==> src/rtl/uart_pkg.sv <==
// Shared types and constants for the UART transmit path.
package uart_pkg;

  localparam int unsigned FrameBits    = 10;
  localparam int unsigned DataBits     = FrameBits - 2;
  localparam int unsigned ClksWDefault = 15;

  typedef enum logic [1:0] {
    IDLE,
    START,
    DATA,
    STOP
  } tx_state_e;

endpackage

==> src/rtl/uart_tx_fifo.sv <==
// Synchronous byte FIFO with head read-out; pointers wrap modulo Depth.
module uart_tx_fifo #(
  parameter int unsigned Depth = 4,
  parameter int unsigned Width = 8
) (
  input  logic             clock,
  input  logic             reset,
  input  logic             push_i,
  input  logic [Width-1:0] wdata_i,
  input  logic             pop_i,
  output logic             full_o,
  output logic             empty_o,
  output logic [Width-1:0] rdata_o
);

  localparam int unsigned AddrW = $clog2(Depth);
  localparam int unsigned CntW  = AddrW + 1;

  logic [Width-1:0] r_mem [Depth];
  logic [AddrW-1:0] r_wr_ptr;
  logic [AddrW-1:0] r_rd_ptr;
  logic [CntW-1:0]  r_count;
  logic             w_push;
  logic             w_pop;

  assign full_o  = (r_count == CntW'(Depth));
  assign empty_o = (r_count == '0);
  assign w_push  = push_i && !full_o;
  assign w_pop   = pop_i && !empty_o;
  assign rdata_o = r_mem[r_rd_ptr];

  always_ff @(posedge clock) begin
    if (reset) begin
      r_wr_ptr <= '0;
      r_rd_ptr <= '0;
      r_count  <= '0;
    end else begin
      if (w_push) r_wr_ptr <= r_wr_ptr + AddrW'(1);
      if (w_pop)  r_rd_ptr <= r_rd_ptr + AddrW'(1);
      case ({w_push, w_pop})
        2'b10:   r_count <= r_count + CntW'(1);
        2'b01:   r_count <= r_count - CntW'(1);
        default: r_count <= r_count;
      endcase
    end
  end

  always_ff @(posedge clock) begin
    if (w_push && !reset) r_mem[r_wr_ptr] <= wdata_i;
  end

endmodule

==> src/rtl/uart_tx.sv <==
// 8N1 UART transmitter: FIFO-buffered bytes serialized LSB-first on an idle-high line.
module uart_tx
  import uart_pkg::*;
#(
  parameter int unsigned Depth = 4,
  parameter int unsigned ClksW = ClksWDefault
) (
  input  logic             clock,
  input  logic             reset,
  input  logic [ClksW-1:0] clks_per_bit_i,
  input  logic             tx_valid_i,
  input  logic [7:0]       tx_byte_i,
  output logic             tx_ready_o,
  output logic             tx_o,
  output logic             tx_busy_o,
  output logic             tx_done_o,
  output logic             fifo_empty_o
);

  localparam int unsigned IdxW = $clog2(DataBits);

  tx_state_e        r_state;
  tx_state_e        w_state_nxt;
  logic [ClksW-1:0] r_clk_cnt;
  logic [ClksW-1:0] w_clk_cnt_nxt;
  logic [ClksW-1:0] r_period;
  logic [ClksW-1:0] w_period_nxt;
  logic [ClksW-1:0] w_period_in;
  logic [IdxW-1:0]  r_bit_idx;
  logic [IdxW-1:0]  w_bit_idx_nxt;
  logic [7:0]       r_shift;
  logic [7:0]       w_shift_nxt;
  logic             r_tx;
  logic             r_busy;
  logic             r_done;
  logic             w_tx_nxt;
  logic             w_busy_nxt;
  logic             w_done_nxt;
  logic             w_last;
  logic             w_ready;
  logic             w_push;
  logic             w_pop;
  logic             w_fifo_full;
  logic             w_fifo_empty;
  logic [7:0]       w_rdata;

  assign w_ready      = !w_fifo_full && !reset;
  assign w_push       = tx_valid_i && w_ready;
  assign w_period_in  = (clks_per_bit_i == '0) ? ClksW'(1) : clks_per_bit_i;
  assign w_last       = (r_clk_cnt == r_period - ClksW'(1));

  assign tx_ready_o   = w_ready;
  assign tx_o         = r_tx;
  assign tx_busy_o    = r_busy;
  assign tx_done_o    = r_done;
  assign fifo_empty_o = w_fifo_empty;

  uart_tx_fifo #(
    .Depth (Depth),
    .Width (8)
  ) u_fifo (
    .clock   (clock),
    .reset   (reset),
    .push_i  (w_push),
    .wdata_i (tx_byte_i),
    .pop_i   (w_pop),
    .full_o  (w_fifo_full),
    .empty_o (w_fifo_empty),
    .rdata_o (w_rdata)
  );

  always_ff @(posedge clock) begin
    if (reset) begin
      r_state   <= IDLE;
      r_clk_cnt <= '0;
      r_period  <= ClksW'(1);
      r_bit_idx <= '0;
      r_shift   <= '0;
      r_tx      <= 1'b1;
      r_busy    <= 1'b0;
      r_done    <= 1'b0;
    end else begin
      r_state   <= w_state_nxt;
      r_clk_cnt <= w_clk_cnt_nxt;
      r_period  <= w_period_nxt;
      r_bit_idx <= w_bit_idx_nxt;
      r_shift   <= w_shift_nxt;
      r_tx      <= w_tx_nxt;
      r_busy    <= w_busy_nxt;
      r_done    <= w_done_nxt;
    end
  end

  // Next-state logic; the frame's bit period is captured whenever a byte is popped.
  always_comb begin
    w_state_nxt   = r_state;
    w_clk_cnt_nxt = r_clk_cnt + ClksW'(1);
    w_period_nxt  = r_period;
    w_bit_idx_nxt = r_bit_idx;
    w_shift_nxt   = r_shift;
    w_pop         = 1'b0;

    case (r_state)
      IDLE: begin
        w_clk_cnt_nxt = '0;
        if (!w_fifo_empty) begin
          w_pop        = 1'b1;
          w_shift_nxt  = w_rdata;
          w_period_nxt = w_period_in;
          w_state_nxt  = START;
        end
      end
      START: begin
        if (w_last) begin
          w_clk_cnt_nxt = '0;
          w_bit_idx_nxt = '0;
          w_state_nxt   = DATA;
        end
      end
      DATA: begin
        if (w_last) begin
          w_clk_cnt_nxt = '0;
          w_shift_nxt   = {1'b0, r_shift[7:1]};
          if (r_bit_idx == IdxW'(DataBits - 1)) begin
            w_bit_idx_nxt = '0;
            w_state_nxt   = STOP;
          end else begin
            w_bit_idx_nxt = r_bit_idx + IdxW'(1);
          end
        end
      end
      STOP: begin
        if (w_last) begin
          w_clk_cnt_nxt = '0;
          if (!w_fifo_empty) begin
            w_pop        = 1'b1;
            w_shift_nxt  = w_rdata;
            w_period_nxt = w_period_in;
            w_state_nxt  = START;
          end else begin
            w_state_nxt  = IDLE;
          end
        end
      end
      default: begin
        w_clk_cnt_nxt = '0;
        w_state_nxt   = IDLE;
      end
    endcase
  end

  // Outputs are registered from the next state so they align with the state they describe.
  always_comb begin
    w_tx_nxt   = 1'b1;
    w_busy_nxt = (w_state_nxt != IDLE);
    w_done_nxt = (w_state_nxt == STOP) && (w_clk_cnt_nxt == w_period_nxt - ClksW'(1));
    case (w_state_nxt)
      START:   w_tx_nxt = 1'b0;
      DATA:    w_tx_nxt = w_shift_nxt[0];
      default: w_tx_nxt = 1'b1;
    endcase
  end

endmodule

==> config.mk <==
export PLATFORM = sky130hd
export DESIGN_NAME = uart_tx
export DESIGN_NICKNAME = d
export VERILOG_FILES = /design/src/rtl/uart_pkg.sv /design/src/rtl/uart_tx_fifo.sv /design/src/rtl/uart_tx.sv
export SDC_FILE = /design/constraint.sdc
export NUM_CORES = 1
export LEC_CHECK = 0
export ABC_AREA = 1
export CORE_MARGIN = 1.5
export CORE_UTILIZATION = 47
export CTS_CLUSTER_DIAMETER = 150
export DETAILED_ROUTE_END_ITERATION = 10
export HOLD_SLACK_MARGIN = 0.08
export PLACE_DENSITY = 0.7
export SYNTH_ARGS = -nofsm -noshare
export SYNTH_HDL_FRONTEND = slang
export SYNTH_SLANG_ARGS = --single-unit
==> constraint.sdc <==
create_clock -name clock -period 3.6 [get_ports clock]
set_input_delay 0.72 -clock clock [delete_from_list [all_inputs] [get_ports clock]]
set_output_delay 0.72 -clock clock [all_outputs]
set_load 0.05 [all_outputs]
[Word level (Yosys, flattened, before mapping)]
Memory sizes are Yosys's and may differ from the RTL's. A register that Yosys moved wholly into a read port is not among the register bits.
Cells that the tools add are included.
Storage, ports and cells
  bits in registers: 53
  memory bits (writable): 32
  bits of input ports: 26
  output and inout port bits: 5
  word-level logic and storage cells: 85
  memories kept: 1
Memories
  u_fifo.r_mem: depth 4, bits a word 8, read ports 1, clocked after Yosys merged registers in 1, write ports 1, RTL line uart_tx_fifo.sv:19  | logic [Width-1:0] r_mem [Depth];
Cells by class
  add/sub/neg operators: 8
  equality and inequality tests: 15
  muxes and demuxes: 30
  reduce and logical (&&, ||, !) cells: 19
Operators by type and width (count)
  15-bit 2-to-1 mux: 4
  15-bit case mux with 2 select lines: 2
  15-bit == test: 2
  15-bit by 1-bit subtractor with 15-bit output (second input constant): 2
  8-bit 2-to-1 mux: 3
  8-bit case mux with 3 select lines: 1
  15-bit by 1-bit adder with 15-bit output (second input constant): 1
  15-bit zero test: 1
  2-bit 2-to-1 mux: 7
  3-bit case mux with 2 select lines: 2
  2-bit == test (second input constant): 5
  3-bit 2-to-1 mux: 3
  2-bit case mux with 4 select lines: 1
  3-bit by 1-bit adder with 3-bit output (second input constant): 2
  2-bit by 1-bit == test with 1-bit output (second input constant): 3
  3-bit == test (second input constant): 2
  1-bit logical AND: 6
  2-bit != test (second input constant): 3
  3-bit AND reduction: 2
  2-bit nonzero test: 3
  1-bit 2-to-1 mux: 5
  2-bit by 1-bit adder with 2-bit output (second input constant): 2
  1-bit case mux with 2 select lines: 2
  1-bit zero test: 3
  5 further kinds: 5

[Depth between registers and ports, before layout]
  depth in word-level cells: 8
  gate-level depth with buffers: 31
  depth with buffers taken out: 30

[Cells and area by module]
Synthesis repeated with hierarchy kept, for this count alone.
Unflattened totals
  cells, all modules: 823
  area total of the unflattened synthesis: 5700.5 µm²
Modules (own cells, without submodules)
  uart_tx: instances 1, cells each 672, area an instance 3992.6 µm², sequential area each 920.9 µm²
  uart_tx_fifo: instances 1, cells each 151, area an instance 1707.9 µm², sequential area each 1141.1 µm²

[Worst setup path before layout]
Ideal clock, no wire load.
  path type: input to register
  start point: input port reset
  end point: register u_fifo.r_count[1]
  library setup time: 0.065 ns
  arrival: 3.019 ns
  data required time: 3.535 ns
  setup slack: 0.516 ns
  cell stages on the path: 9
  path buffers: 1
  cell sequence: clkbuf_1 -> a21oi_1 -> nand2_1 -> ha_1 -> inv_1 -> fa_1 -> nor2_1 -> a21oi_1 -> nor2_1
On the way
  cells in the longest elaborated chain, start to end: 6
  elaborated cells on any way between the ends: 8
  those cells by class: eq/ne (2); mux (1); reduce/logical (5)
Ends and longest elaborated chain
  from (decl): RTL line uart_tx.sv:9  | input logic reset,
  1-bit zero test (*): RTL line uart_tx.sv:47  | assign w_ready = !w_fifo_full && !reset;
  1-bit logical AND (*): RTL line uart_tx.sv:47
  named net tx_ready_o: RTL line uart_tx.sv:13  | output logic tx_ready_o,
  1-bit logical AND (*): RTL line uart_tx.sv:48  | assign w_push = tx_valid_i && w_ready;
  1-bit logical AND (*): RTL line uart_tx_fifo.sv:28  | assign w_push = push_i && !full_o;
  2-bit by 1-bit == test with 1-bit output or 2-bit == test (tied branches): RTL line uart_tx_fifo.sv:40  | case ({w_push, w_pop})
  3-bit case mux with 2 select lines or 2-bit nonzero test (tied branches)
  to (signal assigned): RTL line uart_tx_fifo.sv:41  | 2'b10: r_count <= r_count + CntW'(1);
  to (signal assigned): RTL line uart_tx_fifo.sv:42  | 2'b01: r_count <= r_count - CntW'(1);
  to (signal assigned): RTL line uart_tx_fifo.sv:43  | default: r_count <= r_count;
  to (decl): RTL line uart_tx_fifo.sv:22  | logic [CntW-1:0] r_count;
Mark *: on every way through the listed nets, which the timed path passes. The rest lies on a longest branch.
A chain may end at the register's enable or synchronous reset.

[Worst setup path after layout]
  start point: register r_period[0]
  end point: register r_done, in the netlist tx_done_o
On the way
  cells in the longest elaborated chain, start to end: 7
  elaborated cells on any way between the ends: 15
  those cells by class: add/sub (2); eq/ne (3); mux (9); reduce/logical (1)
Ends and longest elaborated chain
  from (decl): RTL line uart_tx.sv:26  | logic [ClksW-1:0] r_period;
  from (signal assigned): RTL line uart_tx.sv:76  | r_period <= ClksW'(1);
  from (signal assigned): RTL line uart_tx.sv:85  | r_period <= w_period_nxt;
  15-bit by 1-bit subtractor with 15-bit output: RTL line uart_tx.sv:50  | assign w_last = (r_clk_cnt == r_period - ClksW'(1));
  15-bit == test: RTL line uart_tx.sv:50
  15-bit 2-to-1 mux: RTL line uart_tx.sv:133  | if (w_last) begin
  15-bit case mux with 2 select lines: RTL line uart_tx.sv:103  | case (r_state)
  15-bit by 1-bit subtractor with 15-bit output: RTL line uart_tx.sv:156  | w_done_nxt = (w_state_nxt == STOP) && (w_clk_cnt_nxt == w_period_nxt - ClksW'(1));
  15-bit == test: RTL line uart_tx.sv:156
  1-bit logical AND (*): RTL line uart_tx.sv:156
  to (signal assigned): RTL line uart_tx.sv:90  | r_done <= w_done_nxt;
  to (decl): RTL line uart_tx.sv:35  | logic r_done;
Mark *: on every way between the ends. The rest lies on a longest branch, timed or not.

==> run_summary.xml <==
<?xml version="1.0" encoding="UTF-8"?>
<metrics>
  <group name="run_status">
    <metric name="outcome" unit="">complete, no violations</metric>
  </group>
  <group name="sta">
    <metric name="timing.final.crit_period" unit="ns">3.350</metric>
    <metric name="timing.final.crit_share" unit="%">93.05</metric>
    <metric name="tns" unit="ns">0</metric>
    <metric name="achievable-frequency" unit="MHz">298.5</metric>
    <metric name="hold_violations" unit="">0</metric>
    <metric name="report.final.slew_viol_count" unit="">0</metric>
    <metric name="finalClockSkew" unit="ns">0.008456</metric>
    <metric name="max_slew.worst_pin.slew" unit="ns">0.8076</metric>
    <metric name="relSlewSlack" unit="%">45.96</metric>
    <metric name="setup_violations" unit="">0</metric>
    <metric name="final.hold.worst_slack" unit="ns">0.4639</metric>
  </group>
  <group name="die">
    <metric name="std_cell_rows" unit="">39</metric>
    <metric name="chipWidth" unit="um">112.2</metric>
    <metric name="die-height" unit="um">112.2</metric>
    <metric name="boundary_pins" unit="">31</metric>
    <metric name="initial_utilization" unit="%">48.67</metric>
    <metric name="core_area" unit="um2">11520</metric>
    <metric name="floorplan.die_area" unit="um2">12590</metric>
  </group>
  <group name="synth">
    <metric name="syn-instance-count" unit="">817</metric>
    <metric name="synth.distinct_cells" unit="">45</metric>
    <metric name="synthesis.area_per_instance" unit="um2">6.861</metric>
    <metric name="synth_seq_area_share" unit="%">36.79</metric>
    <metric name="synth_top_area_share" unit="%">19.64</metric>
    <metric name="post_synth_main_area_contributors" unit="">sky130_fd_sc_hd__dfxtp_1 20%, sky130_fd_sc_hd__edfxtp_1 17%, sky130_fd_sc_hd__nand2_1 15%</metric>
    <metric name="synth_nets" unit="">859</metric>
    <metric name="synth.ff_latch_count" unit="">87</metric>
    <metric name="synth_area" unit="um2">5605</metric>
    <metric name="area_leader_netlist" unit="">sky130_fd_sc_hd__dfxtp_1</metric>
    <metric name="ys.warnings.count" unit="">0</metric>
  </group>
  <group name="pwr">
    <metric name="pwr_density" unit="nW/um2">975.9</metric>
    <metric name="ir_worst_vdd" unit="V">0.0004124</metric>
    <metric name="power.static_leakage" unit="nW">2.784</metric>
  </group>
  <group name="layout">
    <metric name="design.final.nets" unit="">892</metric>
    <metric name="fin_cells" unit="">998</metric>
    <metric name="layout-area-overhead-vs-synth" unit="%">14.51</metric>
    <metric name="end_of_flow_core_utilization" unit="%">55.74</metric>
    <metric name="antenna_cells_inserted" unit="">0</metric>
    <metric name="post_route_cells_drive_above_1_share" unit="%">9.708</metric>
  </group>
  <group name="routing">
    <metric name="drtIter0Drc" unit="">444</metric>
    <metric name="total_drc_errors_in_the_routed_layout" unit="">0</metric>
    <metric name="post_drt_wl_per_cell" unit="um">14.91</metric>
    <metric name="ant_nets" unit="">0</metric>
    <metric name="vias" unit="">5437</metric>
    <metric name="routed_wl" unit="um">14880</metric>
    <metric name="detail_route.vias_per_cell" unit="">5.448</metric>
    <metric name="drt_first_pass_iters" unit="">7</metric>
  </group>
  <group name="critical_path">
    <metric name="timing.critical_path.fanout_max" unit="">13</metric>
    <metric name="timing.critical_path.arrival" unit="ns">3.63</metric>
    <metric name="worstPathRequired" unit="ns">3.88</metric>
    <metric name="reg2reg_to" unit="">tx_done_o</metric>
    <metric name="timing.reg2reg.setup_slack" unit="ns">0.25</metric>
    <metric name="crit_path_largest_cell_delay" unit="ns">0.34</metric>
    <metric name="crit_top_cell" unit="">sky130_fd_sc_hd__nand2_1</metric>
    <metric name="type_of_destination_of_the_critical_path" unit="">register</metric>
    <metric name="critical_path.startpoint_type" unit="">register</metric>
    <metric name="critical_path.reg2reg.startpoint" unit="">r_period[0]</metric>
    <metric name="crit_type" unit="">register to register</metric>
    <metric name="reg2reg_depth" unit="">25</metric>
    <metric name="timing.critical_path.slowest_stage_cell" unit="">sky130_fd_sc_hd__dfxtp_2</metric>
  </group>
  <group name="global_routing">
    <metric name="number_of_global_route_vias_before_repair" unit="">4997</metric>
    <metric name="global_route.usage.total" unit="%">24.23</metric>
    <metric name="grt_overflow_total" unit="">0</metric>
    <metric name="largest_net_degree_at_the_start_of_global_routing" unit="">46</metric>
    <metric name="number_of_antenna_violations_at_the_first_check_in_global_routing" unit="">0</metric>
    <metric name="global_route_wire_length_before_repair" unit="um">24110</metric>
  </group>
  <group name="cts">
    <metric name="max_clock_buf_depth" unit="">2</metric>
    <metric name="postCtsHoldBufs" unit="">0</metric>
    <metric name="tritoncts" unit="">built</metric>
    <metric name="clock_insertion_delay_worst_skew" unit="ns">0.35</metric>
    <metric name="cts_buffers" unit="">9</metric>
    <metric name="clk_pin_slew" unit="ns">0.07</metric>
    <metric name="clk_root_buffer_cell" unit="">sky130_fd_sc_hd__clkbuf_16</metric>
    <metric name="numClockSinks" unit="">87</metric>
    <metric name="number_of_levels_the_h_tree_was_split_into" unit="">3</metric>
  </group>
  <group name="hold_path">
    <metric name="whs_endpoint" unit="">r_shift[2]</metric>
    <metric name="worstHoldPathType" unit="">register to register</metric>
    <metric name="min_delay_path_depth" unit="">2</metric>
    <metric name="hold_start" unit="">r_shift[2]</metric>
  </group>
  <group name="place">
    <metric name="routabilityCongestion" unit="">0.9677</metric>
    <metric name="dpl.cell_count" unit="">981</metric>
    <metric name="port_buffers" unit="">30</metric>
    <metric name="place.detailed.hpwl" unit="um">11460</metric>
  </group>
  <group name="flow_run">
    <metric name="max-cap-violations" unit="">0</metric>
  </group>
</metrics>
-- power by group --
group	internal, mW	leakage, nW	switching, mW	total [mW]
registers	1.18	0.738	0.166	1.35
logic	1.32	1.91	2.66	3.99
clock network	0.489	0.140	0.442	0.931
total	2.99	2.78	3.27	6.26
-- worst max path at each step --
| stage | start | to | cells past startpoint |
|---|---|---|---|
| 6_report | r_period[0] | tx_done_o | 25 |
| 4_1_cts | r_period[0] | tx_done_o | 27 |
| 2_1_floorplan | reset | u_fifo.r_count[1] | 9 |
| 3_3_place_gp | r_period[0] | tx_done_o | 27 |
| 5_1_grt | r_period[3] | tx_done_o | 26 |
| 3_5_place_dp | r_period[0] | tx_done_o | 27 |
-- cell usage after synthesis --
cell / count
sky130_fd_sc_hd__a21boi_1: 1
sky130_fd_sc_hd__a21oi_1: 30
sky130_fd_sc_hd__a22oi_1: 1
sky130_fd_sc_hd__a31oi_1: 1
sky130_fd_sc_hd__a32o_1: 1
sky130_fd_sc_hd__and2_1: 2
sky130_fd_sc_hd__buf_1: 1
sky130_fd_sc_hd__buf_2: 1
sky130_fd_sc_hd__buf_4: 1
sky130_fd_sc_hd__buf_6: 2
sky130_fd_sc_hd__clkbuf_1: 12
sky130_fd_sc_hd__clkinv_1: 3
sky130_fd_sc_hd__dfxtp_1: 55
sky130_fd_sc_hd__edfxtp_1: 32
sky130_fd_sc_hd__fa_1: 1
sky130_fd_sc_hd__ha_1: 15
sky130_fd_sc_hd__inv_1: 97
sky130_fd_sc_hd__inv_2: 7
sky130_fd_sc_hd__nand2_1: 230
sky130_fd_sc_hd__nand2_2: 14
sky130_fd_sc_hd__nand2_4: 3
sky130_fd_sc_hd__nand3_1: 72
sky130_fd_sc_hd__nand3_2: 3
sky130_fd_sc_hd__nand3_4: 1
sky130_fd_sc_hd__nand3b_1: 5
sky130_fd_sc_hd__nand4_1: 10
sky130_fd_sc_hd__nor2_1: 100
sky130_fd_sc_hd__nor2_2: 7
sky130_fd_sc_hd__nor2_4: 8
sky130_fd_sc_hd__nor3_1: 3
sky130_fd_sc_hd__nor4_1: 4
sky130_fd_sc_hd__nor4b_1: 1
sky130_fd_sc_hd__o2111ai_1: 1
sky130_fd_sc_hd__o211ai_1: 8
sky130_fd_sc_hd__o21ai_0: 48
sky130_fd_sc_hd__o21ai_1: 2
sky130_fd_sc_hd__o21ai_2: 2
sky130_fd_sc_hd__o21bai_1: 3
sky130_fd_sc_hd__o221ai_1: 3
sky130_fd_sc_hd__o22ai_1: 5
sky130_fd_sc_hd__o311ai_0: 1
sky130_fd_sc_hd__or2_2: 1
sky130_fd_sc_hd__xnor2_1: 10
sky130_fd_sc_hd__xor2_1: 8
sky130_fd_sc_hd__xor2_2: 1
-- cell type report --
| cell class | count | area (um2) |
|---|---|---|
| fillers | 1082 | 5097 |
| clock buffers | 9 | 225.2 |
| flip-flops and latches | 87 | 2063 |
| clock inverters | 7 | 73.82 |
| repair buffers | 39 | 377.9 |
| inverters | 107 | 401.6 |
| well taps | 143 | 178.9 |
| multi-input cells | 606 | 3098 |
-- flip-flops by register name (all words and copies together) (netlist names), named ones only --
name and cells:
r_shift 8, r_bit_idx 3, u_fifo.r_wr_ptr 2, tx_busy_o 1, u_fifo.r_rd_ptr 2, tx_o 1, u_fifo.r_mem 32, r_state 2
tx_done_o 1, r_clk_cnt 15, r_period 15, u_fifo.r_count 3
-- critical path, delay by kind of cell (launching register included) --
family / cells / cell delay [ns]
AND/OR/NAND/NOR: 20 / 2.10
adder cells (fa/ha/maj): 2 / 0.48
flip-flops: 1 / 0.34
buffers and inverters: 2 / 0.22
XOR/XNOR: 1 / 0.14
-- cells in the final DEF (no fill, tap or decap), drive strengths merged --
cell | netlist | final
a32o | 1 | 1
fa | 1 | 1
a31oi | 1 | 1
dfxtp | 55 | 55
o211ai | 8 | 8
xnor2 | 10 | 10
nor4b | 1 | 1
o311ai | 1 | 1
nand3b | 5 | 5
buf | 5 | 10
a21boi | 1 | 1
o2111ai | 1 | 1
nor2 | 115 | 115
nor3 | 3 | 3
xor2 | 9 | 9
o22ai | 5 | 5
nand4 | 10 | 10
o21ai | 52 | 52
nor4 | 4 | 4
o221ai | 3 | 3
inv | 104 | 107
clkinvlp | 0 | 2
clkinv | 3 | 5
ha | 15 | 15
and2 | 2 | 2
a21oi | 30 | 30
o21bai | 3 | 3
clkbuf | 12 | 9
a22oi | 1 | 1
nand3 | 76 | 76
clkdlybuf4s50 | 0 | 29
or2 | 1 | 1
edfxtp | 32 | 32
nand2 | 247 | 247
-- cells by family after synthesis --
kind of cell / Yosys count / share of synthesized area, %
XOR/XNOR: 19 / 3.103
AO/OA/AOI/OAI: 107 / 10.83
flip-flops: 87 / 36.79
buffers and inverters: 124 / 8.661
adder cells (fa/ha/maj): 16 / 3.705
AND/OR/NAND/NOR: 464 / 36.92
-- metrics by stage --
step	power (mW)	worst slack (ns)	area [um2]
after global routing	6.805	-0.02365	6419
after CTS	6.111	0.02558	6370
after floorplan	4.284	0.5160	5605
final	6.264	0.2503	6419
after detailed placement	5.169	0.08423	6071
after global placement	5.097	0.2620	6071
-- layer usage --
| metal | vias up | track usage, % | routed length, um | part of all wire (%) |
|---|---|---|---|---|
| met3 | 34 | 5.346 | 1192 | 8.0 |
| li1 | 2711 | - | - | - |
| met2 | 200 | 36.52 | 6331 | 43 |
| met5 | - | 0 | 0 | 0 |
| met1 | 2492 | 34.01 | 6953 | 47 |
| met4 | 0 | 9.536 | 398 | 2.7 |
-- what timing repair did --
| item | 4_1_cts | 5_1_grt |
|---|---|---|
| gates resized for setup | 0 | 15 |
| endpoints found under the setup margin | 0 | 3 |
| setup buffers | 0 | 1 |
(Power assumes the default switching activity.)
